## src/rtl/mem_pkg.sv

```systemverilog
// Shared data-memory geometry and the store-buffer entry type.
// The memory is word-addressed by Address[DMEM_IDX_HI:DMEM_IDX_LO].
package mem_pkg;

  localparam int WORD_W      = 32;
  localparam int DMEM_IDX_HI = 9;
  localparam int DMEM_IDX_LO = 2;
  localparam int IDX_W       = DMEM_IDX_HI - DMEM_IDX_LO + 1;

  typedef struct packed {
    logic [WORD_W-1:0] addr;
    logic [WORD_W-1:0] data;
  } sb_entry_t;

endpackage

```

## src/rtl/sb_fwd_match.sv

```systemverilog
// Youngest-match search over the live store-buffer entries.
// A later (younger) match in age order overrides an older one.
module sb_fwd_match
  import mem_pkg::*;
#(
  parameter int DEPTH = 4,
  parameter int PTR_W = $clog2(DEPTH),
  parameter int CNT_W = PTR_W + 1
) (
  input  logic [IDX_W-1:0]  entry_idx  [DEPTH],
  input  logic [WORD_W-1:0] entry_data [DEPTH],
  input  logic [PTR_W-1:0]  head,
  input  logic [CNT_W-1:0]  count,
  input  logic [IDX_W-1:0]  load_idx,
  output logic              hit,
  output logic [WORD_W-1:0] data
);

  logic [DEPTH-1:0] match;

  genvar gi;
  generate
    for (gi = 0; gi < DEPTH; gi++) begin : g_slot
      // Slot age relative to head decides whether it holds a live store.
      logic [PTR_W-1:0] offset;
      assign offset    = PTR_W'(gi) - head;
      assign match[gi] = ({1'b0, offset} < count) && (entry_idx[gi] == load_idx);
    end
  endgenerate

  logic [PTR_W-1:0] slot;

  always_comb begin
    hit  = 1'b0;
    data = '0;
    slot = '0;
    for (int i = 0; i < DEPTH; i++) begin
      slot = head + PTR_W'(i);
      if (match[slot]) begin
        hit  = 1'b1;
        data = entry_data[slot];
      end
    end
  end

endmodule

```

## src/rtl/store_buffer.sv

```systemverilog
// Store FIFO between the MEM stage and data memory: forwards to loads,
// drains to memory whenever the port is not taken by a load miss.
module store_buffer
  import mem_pkg::*;
#(
  parameter int DEPTH = 4
) (
  input  logic              clock,
  input  logic              reset,
  input  logic              cpu_MemWrite,
  input  logic              cpu_MemRead,
  input  logic [WORD_W-1:0] cpu_Address,
  input  logic [WORD_W-1:0] cpu_WriteData,
  output logic [WORD_W-1:0] cpu_ReadData,
  output logic              stall,
  output logic              empty,
  output logic              mem_MemWrite,
  output logic              mem_MemRead,
  output logic [WORD_W-1:0] mem_Address,
  output logic [WORD_W-1:0] mem_WriteData,
  input  logic [WORD_W-1:0] mem_ReadData
);

  localparam int PTR_W = $clog2(DEPTH);
  localparam int CNT_W = PTR_W + 1;

  sb_entry_t         entries_reg [DEPTH];
  logic [PTR_W-1:0]  head_reg, head_next;
  logic [PTR_W-1:0]  tail_reg, tail_next;
  logic [CNT_W-1:0]  count_reg, count_next;

  logic [IDX_W-1:0]  entry_idx  [DEPTH];
  logic [WORD_W-1:0] entry_data [DEPTH];
  logic              fwd_hit;
  logic [WORD_W-1:0] fwd_data;
  logic              load_miss;
  logic              enq;
  logic              drain;

  genvar gi;
  generate
    for (gi = 0; gi < DEPTH; gi++) begin : g_view
      assign entry_idx[gi]  = entries_reg[gi].addr[DMEM_IDX_HI:DMEM_IDX_LO];
      assign entry_data[gi] = entries_reg[gi].data;
    end
  endgenerate

  sb_fwd_match #(
    .DEPTH (DEPTH),
    .PTR_W (PTR_W),
    .CNT_W (CNT_W)
  ) u_fwd (
    .entry_idx  (entry_idx),
    .entry_data (entry_data),
    .head       (head_reg),
    .count      (count_reg),
    .load_idx   (cpu_Address[DMEM_IDX_HI:DMEM_IDX_LO]),
    .hit        (fwd_hit),
    .data       (fwd_data)
  );

  assign load_miss = cpu_MemRead && !fwd_hit;
  assign stall     = cpu_MemWrite && (count_reg == CNT_W'(DEPTH));
  assign enq       = cpu_MemWrite && !stall;
  // Drain is held off while reset is asserted so discarded stores never reach memory.
  assign drain     = reset && (count_reg != '0) && !load_miss;
  assign empty     = (count_reg == '0);

  always_comb begin
    mem_MemRead   = load_miss;
    mem_MemWrite  = drain;
    mem_Address   = cpu_Address;
    mem_WriteData = cpu_WriteData;
    if (!load_miss && (count_reg != '0)) begin
      mem_Address   = entries_reg[head_reg].addr;
      mem_WriteData = entries_reg[head_reg].data;
    end
  end

  always_comb begin
    cpu_ReadData = '0;
    if (cpu_MemRead)
      cpu_ReadData = fwd_hit ? fwd_data : mem_ReadData;
  end

  always_comb begin
    head_next  = drain ? head_reg + PTR_W'(1) : head_reg;
    tail_next  = enq ? tail_reg + PTR_W'(1) : tail_reg;
    count_next = count_reg + CNT_W'(enq) - CNT_W'(drain);
  end

  always_ff @(posedge clock) begin
    if (!reset) begin
      head_reg  <= '0;
      tail_reg  <= '0;
      count_reg <= '0;
    end else begin
      head_reg  <= head_next;
      tail_reg  <= tail_next;
      count_reg <= count_next;
    end
  end

  // Entry storage carries no reset; liveness comes from head/count only.
  always_ff @(posedge clock) begin
    if (enq)
      entries_reg[tail_reg] <= '{addr: cpu_Address, data: cpu_WriteData};
  end

endmodule

```

## config.mk

```make
export PLATFORM = sky130hd
export DESIGN_NAME = store_buffer
export DESIGN_NICKNAME = d
export VERILOG_FILES = /design/src/rtl/mem_pkg.sv /design/src/rtl/sb_fwd_match.sv /design/src/rtl/store_buffer.sv
export SDC_FILE = /design/constraint.sdc
export NUM_CORES = 1
export LEC_CHECK = 0
export ABC_AREA = 0
export CORE_MARGIN = 5
export CORE_UTILIZATION = 45
export CTS_CLUSTER_DIAMETER = 40
export DETAILED_ROUTE_END_ITERATION = 10
export GPL_TIMING_DRIVEN = 0
export PLACE_DENSITY = 0.74
export SLEW_MARGIN = 20
export SYNTH_ARGS = -nofsm -noshare
export SYNTH_HDL_FRONTEND = slang
export SYNTH_SLANG_ARGS = --single-unit
export TNS_END_PERCENT = 1
```

## constraint.sdc

```tcl
create_clock -name clock -period 10.6 [get_ports clock]
set_clock_uncertainty 0.05 [all_clocks]
set_input_delay 3.18 -clock clock [delete_from_list [all_inputs] [get_ports clock]]
set_output_delay 3.18 -clock clock [all_outputs]
set_load 0.01 [all_outputs]
```

==> metrics <==
run status=finished clean; dpl cell area=17800 um^2; Peak VDD IR=0.000155 V; GRT Residual Overflow=0; number of flip-flops under the largest register name=256; Row Count=67; Layout area overhead=26.0%; fillers=2671; mean instance size in the synthesized netlist=14.2 um^2; Fmax achieved=96.1 MHz; master of the slowest instance on the critical path=sky130_fd_sc_hd__clkbuf_1; unrepaired setup endpoints after global routing=no; Post-Synthesis Net Count=1180; initial core utilization=45.4%; max-capacitance violation count=0; type of the setup path with the least slack=primary input to output pin; register area share after synthesis=51.8%; Top delay family on crit path=buffers and inverters; global-route wire length before repair=69100 um; number of warnings reported in the yosys synthesis log=0; number of nets in the layout=1422; antenna violations before repair=1; cell breakdown of the critical path=clkdlybuf4s50_1, buf_2, xor2_1, nor4_2, o2111ai_1, a21oi_1, buf_4, clkbuf_1, nand2_1, a31oi_1, nor3_2, clkdlybuf4s50_1; headroom to the max-slew limit=26.1%; async set or reset register ratio after synthesis=0%; ANT nets after route=0; share of post-route cells with drive strength above 1=23.6%; r2r worst-path depth=19; Antenna diodes=0; worst setup margin=199 ps; storage element area=7870 um^2; hold-fix buffer count after cts=0; transition time at the pin with the least slew margin=1110 ps; number of global-route vias before repair=11700; Yosys top cell area share=50.6%; detailed-routed wire length on met3=5170 um; DRC viols=0; final HPWL from detailed placement=31200 um; number of synthesized flops with an enable pin=256; area taken by multi-input logic gates=6710 um^2; Post-Route M1 WL=17400 um; number of levels in the clock H-tree=2; number of standard cells after synthesis=1070; largest net degree at the start of global routing=42; Power per Cell Area=218 nW/um^2; Setup Slack @ Placement=364 ps; Routed WL=45800 um; number of DRC markers in iteration 0=1223; post-CTS setup buffers=0; # setup viols final=0; Non-Filler Cell Area, Final=19100 um^2; wire length per cell=25.6 um; total negative slack for setup checks=0 ps; cell type with the highest aggregate area in the netlist=sky130_fd_sc_hd__edfxtp_1; leakage power=5.81 nW; largest driver fanout on the critical path=10; Resized Gates After CTS=0; Post-Synthesis Cell Area=15200 um^2; kind of capture point of the worst setup path=output pin; maximum clock insertion buffer count=3; utilization of the core after routing=57.2%; later-pin clock latency in the skew report=510 ps; number of different library cells in the post-synthesis netlist=55; data arrival time of the critical path=7170 ps; WP depth=12; port buffer count=199; longest individual stage delay on the worst path=570 ps; vias after detailed routing=11300; Synth Flop Type=sky130_fd_sc_hd__edfxtp_1; number of register bits inferred by synthesis=265; Most Frequent Cell on Critical Path=sky130_fd_sc_hd__clkdlybuf4s50_1; final period utilization=98.1%; Die Area=37500 um^2; die width=194 um; via/cell ratio=6.33; met2 routed wirelength=21200 um; endpoint required time on the critical path=7370 ps; first-pass iteration count of the detailed router=6; TritonCTS clock tree=done; Post-Route Hold Slack=487 ps; clock net sink count=265; type of element launching the critical path=primary input; Reg clk slew, reported paths=50 ps; number of hold violations in the final report=0; class of the tightest hold or removal check=flip-flop to flip-flop; top-level I/O count=200; number of buffer and inverter instances along the worst setup path=5; core region area=33400 um^2; final weighted congestion in routability-driven placement=0.899; highest signal layer in the routed design=met5; WHS Path Cells=2; min Tclk post-route=10400 ps; max-slew violation count=0; largest cells by area after synthesis=sky130_fd_sc_hd__edfxtp_1 51%, sky130_fd_sc_hd__mux4_2 9.6%, sky130_fd_sc_hd__mux2i_1 8.2%; library cell used as clock root buffer=sky130_fd_sc_hd__clkbuf_16; number of buffers created by CTS=37; die height=194 um; global-route usage over all layers=23.3%
## final timing paths
path	from	to	slack, ps
max	cpu_Address[9]	cpu_ReadData[25]	200
min	tail_reg[1]	tail_reg[1]	490
min reg2reg	tail_reg[1]	tail_reg[1]	490
max reg2reg	head_reg[0]	count_reg[2]	5520
## layout make-up
class	instances	share of cell area [%]
sequential	265	41.1
multi-input combinational	699	35.0
clock buffer	43	5.18
buffer	98	3.15
clock inverter	22	1.56
inverter	8	0.157
timing repair buffer	203	10.9
tap	448	2.93
## Yosys cell counts (all sizes together), types with 8 or more instances
library cell / n
nor4: 38
mux4: 65
mux2i: 125
nand4: 8
a31oi: 32
a211oi: 33
edfxtp: 256
xnor2: 31
o21ai: 37
nand2: 69
buf: 51
o221ai: 64
mux2: 67
nor3: 63
dfxtp: 9
and2: 11
clkbuf: 44
xor2: 8
ha: 9
## power breakdown
part           total, W  switching, W  leakage, nW  internal (W)
Clock           0.00128      0.000461        0.626      0.000822
Combinational   0.00156      0.000808         2.77      0.000752
Sequential      0.00133     0.0000534         2.42       0.00127
## placed cells by master, fill, tap and decap left out, drive strengths merged, types with 10 or more instances in the layout
cell type	netlist	final
clkdlybuf4s50	0	199
nor3	63	63
inv	7	12
mux2i	125	125
edfxtp	256	256
a211oi	33	33
o21ai	37	37
clkbuf	44	87
nand2	69	69
and2	11	11
mux2	67	67
nor4	38	38
mux4	65	65
buf	51	55
clkinv	1	10
o221ai	64	64
a31oi	32	32
xnor2	31	31
## worst reg2reg max path, stage by stage, from the launching register on
cell	delay, ps
sky130_fd_sc_hd__dfxtp_1	370
sky130_fd_sc_hd__buf_4	190
sky130_fd_sc_hd__buf_2	310
sky130_fd_sc_hd__buf_1	760
sky130_fd_sc_hd__xnor2_1	230
sky130_fd_sc_hd__inv_1	70
sky130_fd_sc_hd__ha_1	270
sky130_fd_sc_hd__a21o_1	180
sky130_fd_sc_hd__a211o_1	350
sky130_fd_sc_hd__and4_2	240
sky130_fd_sc_hd__a21oi_2	270
sky130_fd_sc_hd__buf_4	310
sky130_fd_sc_hd__and2_1	220
sky130_fd_sc_hd__xnor2_1	140
sky130_fd_sc_hd__ha_1	160
sky130_fd_sc_hd__inv_1	50
sky130_fd_sc_hd__fa_1	400
sky130_fd_sc_hd__xnor2_1	150
sky130_fd_sc_hd__xnor2_1	120
sky130_fd_sc_hd__and2_1	150
## per-stage QoR
step                      power, W  cells
after CTS                  0.00419   1786
final                      0.00417   1786
after global routing       0.00434   1786
after detailed placement   0.00290   1721
after floorplan            0.00233   1070
after global placement     0.00288   1717
## cell families (layout without fill, tap and decap cells)
family | Yosys count | count (layout) | share of synthesized area (%)
flip-flops | 265 | 265 | 51.8
AO/OA/AOI/OAI | 186 | 186 | 9.89
adder cells (fa/ha/maj) | 10 | 10 | 0.873
buffers and inverters | 106 | 374 | 4.16
AND/OR/NAND/NOR | 207 | 207 | 8.02
XOR/XNOR | 39 | 39 | 2.40
multiplexers | 257 | 257 | 22.8
## layer usage
layer / vias up / track usage [%]
met5: - / 0
met4: 2 / 8.86
met3: 186 / 8.34
met2: 764 / 37.5
met1: 5474 / 29.0
li1: 4878 / -
Power figures use the tool's default switching activity.
